<file path="config.mk">
export PLATFORM = sky130hd
export DESIGN_NAME = mux_scan_ctrl
export DESIGN_NICKNAME = d
export VERILOG_FILES = /design/src/rtl/mux_scan_ctrl.sv
export SDC_FILE = /design/constraint.sdc
export NUM_CORES = 1
export LEC_CHECK = 0
export ABC_AREA = 1
export BUFFER_PORTS_ARGS = -buffer_cell sky130_fd_sc_hd__buf_2
export CORE_MARGIN = 2
export CORE_UTILIZATION = 58
export CTS_BUF_LIST = sky130_fd_sc_hd__clkbuf_2
export CTS_CLUSTER_DIAMETER = 120
export CTS_CLUSTER_SIZE = 10
export DETAILED_ROUTE_END_ITERATION = 8
export PLACE_DENSITY = 0.81
export REMOVE_ABC_BUFFERS = 1
export SLEW_MARGIN = 25
export SYNTH_ARGS = -nofsm -noshare
export SYNTH_HDL_FRONTEND = slang
export SYNTH_SLANG_ARGS = --single-unit
</file>
<file path="constraint.sdc">
create_clock -name clk -period 1.78 [get_ports clk]
set_clock_uncertainty 0.1 [all_clocks]
set_input_delay 0.267 -clock clk [delete_from_list [all_inputs] [get_ports clk]]
set_output_delay 0.267 -clock clk [all_outputs]
set_load 0.01 [all_outputs]
</file>
<file path="src/rtl/mux_scan_ctrl.sv">
// Select sequencer for a 4:1 mux: walks sel over the enabled channels, waits SETTLE
// cycles per channel, captures f_in into data[sel] and reports per-scan change flags.
module mux_scan_ctrl #(
    parameter int unsigned SETTLE = 2
) (
    input  logic       clk,
    input  logic       rst_n,
    input  logic       start,
    input  logic [3:0] mask,
    input  logic       f_in,
    output logic [1:0] sel,
    output logic       busy,
    output logic       done,
    output logic [3:0] data,
    output logic [3:0] changed
);

    typedef enum logic [1:0] {IDLE, WAIT, DONE} state_t;

    localparam logic [3:0] CNT_LAST = 4'(SETTLE - 1);

    state_t     state_q, state_d;
    logic [1:0] sel_q, sel_d;
    logic [3:0] cnt_q, cnt_d;
    logic [3:0] scan_mask_q, scan_mask_d;
    logic [3:0] prev_q, prev_d;
    logic [3:0] data_q, data_d;
    logic [3:0] changed_q, changed_d;

    logic [1:0] first_idx, next_idx;
    logic       has_next;
    logic       sample;

    // Lowest enabled channel of the incoming mask, and the next enabled one above sel.
    always_comb begin
        first_idx = 2'd0;
        for (int i = 3; i >= 0; i--) begin
            if (mask[i]) first_idx = 2'(i);
        end
    end

    always_comb begin
        has_next = 1'b0;
        next_idx = sel_q;
        for (int i = 3; i >= 0; i--) begin
            if (scan_mask_q[i] && (i > int'(sel_q))) begin
                has_next = 1'b1;
                next_idx = 2'(i);
            end
        end
    end

    assign sample = (state_q == WAIT) && (cnt_q == CNT_LAST);

    // State register
    always_ff @(posedge clk or negedge rst_n) begin
        if (!rst_n) state_q <= IDLE;
        else        state_q <= state_d;
    end

    // Next-state logic
    always_comb begin
        state_d = state_q;
        case (state_q)
            IDLE:    if (start) state_d = (mask != 4'd0) ? WAIT : DONE;
            WAIT:    if (sample && !has_next) state_d = DONE;
            DONE:    state_d = IDLE;
            default: state_d = IDLE;
        endcase
    end

    // Outputs decoded from the state register only
    always_comb begin
        busy = (state_q == WAIT);
        done = (state_q == DONE);
    end

    always_comb begin
        sel_d       = sel_q;
        cnt_d       = cnt_q;
        scan_mask_d = scan_mask_q;
        prev_d      = prev_q;
        data_d      = data_q;
        changed_d   = changed_q;
        case (state_q)
            IDLE: begin
                if (start) begin
                    if (mask != 4'd0) begin
                        scan_mask_d = mask;
                        prev_d      = data_q;
                        sel_d       = first_idx;
                        cnt_d       = 4'd0;
                    end else begin
                        changed_d = 4'd0;
                    end
                end
            end
            WAIT: begin
                cnt_d = cnt_q + 4'd1;
                if (sample) begin
                    data_d[sel_q] = f_in;
                    if (has_next) begin
                        sel_d = next_idx;
                        cnt_d = 4'd0;
                    end else begin
                        // Flags use the data including this final sample.
                        changed_d = scan_mask_q & (data_d ^ prev_q);
                    end
                end
            end
            default: ;
        endcase
    end

    always_ff @(posedge clk or negedge rst_n) begin
        if (!rst_n) begin
            sel_q       <= 2'd0;
            cnt_q       <= 4'd0;
            scan_mask_q <= 4'd0;
            prev_q      <= 4'd0;
            data_q      <= 4'd0;
            changed_q   <= 4'd0;
        end else begin
            sel_q       <= sel_d;
            cnt_q       <= cnt_d;
            scan_mask_q <= scan_mask_d;
            prev_q      <= prev_d;
            data_q      <= data_d;
            changed_q   <= changed_d;
        end
    end

    assign sel     = sel_q;
    assign data    = data_q;
    assign changed = changed_q;

endmodule

</file>
==> metrics.cfg, run 1 <==
[place]
place_congestion = 0.8786
detailed_place_hpwl_um = 2049
portBuffers = 19
pre_cts_ws_ps = 225.3

[worst_setup_path]
critPathBufInv = 3
r2r_cells = 8
path_cells = inv_1 -> nand2_4 -> inv_4 -> buf_2
crit_type = reg2out
critical_path.top_delay_family = flip-flops
end_kind = output port
cp_num_cells = 4
cp.arrival_ps = 1290
timing.rr.start = cnt_q[1]
cp_slowest_stage_delay_ps = 430
crit_path_max_fanout = 10
start_kind = flip-flop
crit_required_ps = 1410
critPathSlowestCell = dfrtp_1
startpoint = state_q[1]

[clocking]
cts.clk_slew.worst_paths_ps = 210
root_buffer = clkbuf_2
worstSkewPairLatency_ps = 330
clockBufferDepth = 2
cts_buffers = 3
cts_tree = built
clock-sinks = 24
htreeDepth = 1

[timing]
worstMarginPinSlew_ps = 518.6
finalCritPeriodShare_pct = 93.19
rsz0062_at_grt = false
setup_violations = 0
slew_headroom_pct = 65.43
final_max_slew_viol_count = 0
fmax_ghz = 0.6028
worst_slack_ps = 121.2
hold_violations = 0
min_period_ps = 1659
finalSetupTns_ps = 0
whs_ps = 72.96

[floorplanning]
die_w_um = 51.41
core_region_area_um2 = 2170
std_cell_rows = 17
fp.dieH_um = 51.41
initial_core_util_pct = 60.09
ios = 20
dieArea_um2 = 2643

[yosys]
synth_top_cell_by_area = dfrtp_1
synthTopCellsByArea = dfrtp_1 (46%), nand2_1 (15%), inv_1 (5.8%)
synth-seq-cells = 24
synth_top_area_share_pct = 46.07
synth_warnings = 0
avgSynthCellArea_um2 = 7.624
seq_area_frac_synth_pct = 46.07
syn-instance-count = 171
synth_area_um2 = 1304
ys_types = 20

[power]
swShare_pct = 48.00
ir_drop_mv = 1.243
intPower_uw = 1340
power_density_nw_per_um2 = 1758
p_clk_share_pct = 7.8
power_switching_uw = 1237
p_leak_uw = 0.0007848
p_seq_share_pct = 39.2
comb_power_share_pct = 53.0
total_power_uw = 2576

[grt]
grt_antenna_before_repair = 0
grt_pass1_wl_um = 4485
grt.total_usage_pct = 23.21
grt_pass1_vias = 1069
grt_max_degree = 25
overflow = 0

[cells_and_area]
regArea_um2 = 600.6
antenna_cells = 0
multi_input_area_um2 = 613.1
area_growth_syn_to_layout_pct = 12.38
drive_above_1_share_pct = 19.07
fillCellCount = 203
fin_util_pct = 67.53
fin_nets = 205

[detailed_routing]
wirelength_um = 2623
drc_errors = 0
ant_nets = 0
drt_iter0_markers = 23
post_drt_wl_per_cell_um = 11.82
num_vias = 1183
drt_pass1_iterations = 4
viasPerCell = 5.329

[min_path]
hp-start = mask[2]
hold_depth = 3
hold_class = in2reg

[flow_run]
maxCapViolations = 0

[run_status]
status = finished clean

==> flip-flops by register name (all words and copies together) (netlist names) <==
signal and flops:
data 4, prev_q 4, scan_mask_q 4, cnt_q 4, changed 4, state_q 2, sel 2
==> per-stage QoR <==
stage                     area (um^2)  cells
after floorplan                  1291    169
final                            1465    222
after global placement           1429    217
after global routing             1465    222
after detailed placement         1429    217
after CTS                        1458    222
==> per-layer routing <==
layer,share of wire (%),track usage (%)
met1,45,29.41
met2,49,38.03
met3,3.0,3.509
met4,2.8,12.28
met5,0,0
==> worst reg2reg max path, stage by stage (launching register included) <==
cell      delay, ps
dfrtp_1         440
inv_1            80
ha_1            160
nand3_1         140
inv_1           150
nor2_4           50
nand3b_1        230
nand2_1         100
nand2_1          50
==> cells by family (layout without fill, tap and decap cells) <==
kind of cell | Yosys count | after routing | synth area share [%]
and+or+nand+nor | 91 | 91 | 32.44
AOI/OAI and AO/OA | 28 | 28 | 10.94
DFF | 24 | 24 | 46.07
buffers and inverters | 24 | 47 | 7.294
adders and majority gates | 2 | 2 | 1.919
xor gates and xnor gates | 2 | 2 | 1.344
==> power by group through the flow <==
stage	Clock [uW]	Combinational [uW]	Sequential [uW]
global placement	0	1310	996
finish	201	1370	1010
detailed placement	0	1350	1020
global route	237	1570	1040
floorplan	0	957	1020
CTS	213	1360	1000
==> final timing paths <==
path / slack, ps / endpoint
worst min-delay path: 70 / scan_mask_q[2]
worst max register to register: 210 / changed[1]
worst max-delay path: 120 / busy
min in group asynchronous: 310 / scan_mask_q[3]
worst min register to register: 410 / changed[2]
max in group asynchronous: 930 / scan_mask_q[1]
==> cell usage in the layout (no fill, tap or decap), drive strengths merged <==
| cell type | instances |
|---|---|
| a21oi | 8 |
| buf | 20 |
| clkbuf | 3 |
| clkinv | 1 |
| dfrtp | 24 |
| dlygate4sd3 | 1 |
| ha | 2 |
| inv | 22 |
| nand2 | 59 |
| nand3 | 17 |
| nand3b | 4 |
| nor2 | 11 |
| o21ai | 18 |
| o22ai | 2 |
| xnor2 | 1 |
| xor2 | 1 |
==> synth_stat cells (all sizes together) <==
| cell | instances |
|---|---|
| nand3b | 4 |
| nand2 | 59 |
| ha | 2 |
| dfrtp | 24 |
| inv | 22 |
| nand3 | 17 |
| xnor2 | 1 |
| xor2 | 1 |
| nor2 | 11 |
| o21ai | 18 |
| buf | 2 |
| o22ai | 2 |
| a21oi | 8 |
==> repair_timing <==
item,in CTS,in global routing
endpoints found under the setup margin,0,1
hold endpoints to repair,24,0
gates resized for setup,0,2
hold buffers,1,0
setup buffers,0,0
==> final cells by class <==
class	count	share of cell area (%)
repair buffers	21	7.686
well taps	28	2.391
clock inverters	1	0.2562
inverters	22	5.807
multi-input cells	123	41.84
clock buffers	3	1.025
flip-flops and latches	24	40.99
No activity file was read; power rests on OpenSTA's default activity.
==> run 2: changes to the inputs <==
--- a/config.mk
+++ b/config.mk
@@ -5,7 +5,6 @@
 export SDC_FILE = /design/constraint.sdc
 export NUM_CORES = 1
 export LEC_CHECK = 0
-export ABC_AREA = 1
 export BUFFER_PORTS_ARGS = -buffer_cell sky130_fd_sc_hd__buf_2
 export CORE_MARGIN = 2
 export CORE_UTILIZATION = 58
==> run 2 against run 1 <==
Net effect: utilization rose by 9.0 points; critical path depth rose by 2; final area rose by 16%; routed wire length rose by 31%; sequential cell count did not move; critical path type is now reg2reg; critical endpoint is now changed[2]; highest routed layer unchanged.
==> metrics.cfg, run 2 <==
[grt]
grt_max_degree = 25  ; unchanged
grt.total_usage_pct = 27.08  ; was 23.21%
grt_antenna_before_repair = 0  ; unchanged
grt_pass1_vias = 1174  ; was 1069
overflow = 0  ; unchanged
grt_pass1_wl_um = 5354  ; was 4485 um

[yosys]
synth_warnings = 0  ; unchanged
synth_common_cells = nand2_1 (34), dfrtp_1 (24), nor2_1 (8)  ; was nand2_1 (53), dfrtp_1 (24), inv_1 (20)
synth_top_cell_by_area = dfrtp_1  ; unchanged
synth-seq-cells = 24  ; unchanged
synth-edff-count = 0  ; unchanged
async_reset_ff_share_pct = 100.0  ; unchanged
yosysMostFrequentCell = nand2_1  ; unchanged
seq_area_frac_synth_pct = 44.08  ; was 46.07%
synth_top_area_share_pct = 44.08  ; was 46.07%
synth_area_um2 = 1363  ; was 1304 um^2
synth_ff_type = dfrtp_1  ; unchanged
avgSynthCellArea_um2 = 9.269  ; was 7.624 um^2
synthTopCellsByArea = dfrtp_1 (44%), nand2_1 (9.4%), mux2i_1 (5.1%)  ; was dfrtp_1 (46%), nand2_1 (15%), inv_1 (5.8%)
syn-instance-count = 147  ; was 171
ys_types = 39  ; was 20

[cells_and_area]
fin_util_pct = 76.53  ; was 67.53%
fillCellCount = 156  ; was 203
final_common_cell = nand2_1  ; unchanged
drive_above_1_share_pct = 32.07  ; was 19.07%
final_cell_mix = nand2_1 (33), dfrtp_1 (23), buf_2 (19)  ; was nand2_1 (53), dfrtp_1 (24), inv_1 (20)
antenna_cells = 0  ; unchanged
final_area_um2 = 1693  ; was 1465 um^2
instances_no_fill = 212  ; was 222
fin_nets = 195  ; was 205
area_growth_syn_to_layout_pct = 24.24  ; was 12.38%

[flow_run]
maxCapViolations = 0  ; unchanged

[power]
comb_power_share_pct = 53.8  ; was 53.0%
power_switching_uw = 1301  ; was 1237 uW
power_density_nw_per_um2 = 1842  ; was 1758 nW/um^2
p_leak_uw = 0.0008102  ; was 0.0007848 uW
total_power_uw = 3118  ; was 2576 uW
swShare_pct = 41.74  ; was 48.00%
p_clk_share_pct = 11.7  ; was 7.8%
intPower_uw = 1816  ; was 1340 uW
ir_drop_mv = 1.258  ; was 1.243 mV
p_seq_share_pct = 34.6  ; was 39.2%

[timing]
setup_violations = 0  ; unchanged
final_max_slew_viol_count = 0  ; unchanged
hold_violations = 0  ; unchanged
rsz0062_at_grt = true  ; was false
fmax_ghz = 0.5734  ; was 0.6028 GHz
finalCritPeriodShare_pct = 97.97  ; was 93.19%
min_period_ps = 1744  ; was 1659 ps
worstMarginPinSlew_ps = 548.8  ; was 518.6 ps
slew_headroom_pct = 63.41  ; was 65.43%

[worst_setup_path]
cp.arrival_ps = 1940  ; was 1290 ps
path_cells = inv_2 -> ha_4 -> nor3b_4 -> nand2_2 -> nor3_4 -> mux2i_1  ; was inv_1 -> nand2_4 -> inv_4 -> buf_2
timing.rr.start = cnt_q[1]  ; unchanged
r2r_cells = 6  ; was 8
start_kind = flip-flop  ; unchanged
r2r_setup_slack_ps = 40  ; was 210 ps
critPathSlowestCell = dfrtp_1  ; unchanged
crit_required_ps = 1970  ; was 1410 ps
critical_path.top_delay_family = simple AND/OR/NAND/NOR gates  ; was flip-flops
end_kind = flip-flop  ; was output port
cp_slowest_stage_delay_ps = 440  ; was 430 ps
critPathBufInv = 1  ; was 3
r2r-end = changed[2]  ; was changed[1]
crit_type = reg2reg  ; was reg2out
crit_path_max_fanout = 4  ; was 10

[floorplanning]
initial_core_util_pct = 61.60  ; was 60.09%
core_region_area_um2 = 2212  ; was 2170 um^2
die_w_um = 52.47  ; was 51.41 um
dieArea_um2 = 2753  ; was 2643 um^2
fp.dieH_um = 52.47  ; was 51.41 um
std_cell_rows = 17  ; unchanged
ios = 20  ; unchanged

[place]
dp_cells = 203  ; was 217
detailed_place_hpwl_um = 2382  ; was 2049 um
portBuffers = 19  ; unchanged
place_congestion = 0.7945  ; was 0.8786
placed_area_um2 = 1570  ; was 1429 um^2

[min_path]
hp-start = mask[2]  ; unchanged
hold_depth = 3  ; unchanged
hold_class = in2reg  ; unchanged
min_to = scan_mask_q[2]  ; unchanged

[clocking]
htreeDepth = 1  ; unchanged
worstSkewPairLatency_ps = 350  ; was 330 ps
root_buffer = clkbuf_2  ; unchanged
clockBufferDepth = 2  ; unchanged
clock-sinks = 24  ; unchanged
cts_buffers = 3  ; unchanged
cts_tree = built  ; unchanged
cts.clk_slew.worst_paths_ps = 240  ; was 210 ps

[detailed_routing]
wirelength_um = 3446  ; was 2623 um
drt_iter0_markers = 50  ; was 23
num_vias = 1253  ; was 1183
post_drt_wl_per_cell_um = 16.25  ; was 11.82 um
viasPerCell = 5.910  ; was 5.329
drc_errors = 0  ; unchanged
ant_nets = 0  ; unchanged
drt_pass1_iterations = 4  ; unchanged

[run_status]
status = finished clean  ; unchanged

## run 2: cell types whose count changed after synthesis, moves of 3 or more
cell / previous run / this run
o21ai_1: 4 / 0
nor3_1: 0 / 5
nor2b_1: 0 / 3
inv_1: 20 / 4
nand2_2: 6 / 0
nand2b_1: 0 / 4
nand3_1: 15 / 5
o21ai_0: 14 / 5
mux2_2: 0 / 6
nor3b_1: 0 / 3
nand2_1: 53 / 34
mux2i_1: 0 / 7
a21oi_1: 8 / 4
## run 2: worst max path at each step
| stage | startpoint | to | slack (ps) | cells after the start |
|---|---|---|---|---|
| after global placement | cnt_q[1] | data[3] | -30 | 6 |
| after global routing | cnt_q[1] | changed[2] | -80 | 6 |
| after floorplan | cnt_q[1] | data[3] | 2 | 6 |
| final | cnt_q[1] | changed[2] | 40 | 6 |
| after CTS | cnt_q[1] | changed[2] | 6 | 6 |
| after detailed placement | cnt_q[1] | data[3] | -110 | 6 |
## run 2: through the flow
step                      hold slack (ps)  TNS, ps  worst slack [ps]
after floorplan                    -128.6        0             1.647
after global placement              175.6   -78.78            -33.28
after detailed placement            179.1   -696.7            -112.2
after CTS                           24.84        0             5.833
after global routing                3.346   -127.4            -78.86
final                               31.55        0             36.12
## run 2: worst reg2reg max path, stage by stage, from the launching register on
cell	delay, ps
dfrtp_1	440
inv_2	80
ha_4	130
nor3b_4	220
nand2_2	130
nor3_4	350
mux2i_1	250
## run 2: cells by family after synthesis
group | Yosys count | share of synthesized area [%]
simple gates | 80 | 31.68
flops | 24 | 44.08
compound gates | 21 | 10.29
mux | 13 | 10.10
buf+inv | 7 | 2.020
fa+ha+maj | 2 | 1.836
## run 2: cell type report
cell class | instances | area (um^2) | area share, %
flip-flops and latches | 24 | 601.8 | 35.55
inverters | 4 | 15.01 | 0.8869
clock buffers | 3 | 15.01 | 0.8869
clock inverters | 1 | 30.03 | 1.774
repair buffers | 36 | 225.2 | 13.30
multi-input cells | 116 | 770.7 | 45.53
well taps | 28 | 35.03 | 2.069
## run 2: power groups by stage
| stage | logic, uW | clock network, uW | registers [uW] |
|---|---|---|---|
| after floorplan | 912 | 0 | 1060 |
| after global placement | 1420 | 0 | 1050 |
| after detailed placement | 1490 | 0 | 1070 |
| after CTS | 1570 | 368 | 1060 |
| after global routing | 1830 | 385 | 1120 |
| final | 1680 | 363 | 1080 |
## run 2: what timing repair did
action | in CTS | in global routing
resized for setup | 6 | 4
endpoints found under the setup margin | 11 | 13
buffers inserted | 1 | 3
pin swaps | 1 | 2
hold buffers | 1 | 0
endpoints found under the hold margin | 24 | 0
## run 2: routing by layer
| layer | GRT usage, % | up-vias | part of all wire [%] |
|---|---|---|---|
| met1 | 35.86 | 604 | 42 |
| li1 | - | 591 | - |
| met2 | 45.00 | 48 | 49 |
| met4 | 11.11 | 0 | 2.4 |
| met3 | 2.857 | 10 | 6.9 |
| met5 | 0 | - | 0 |
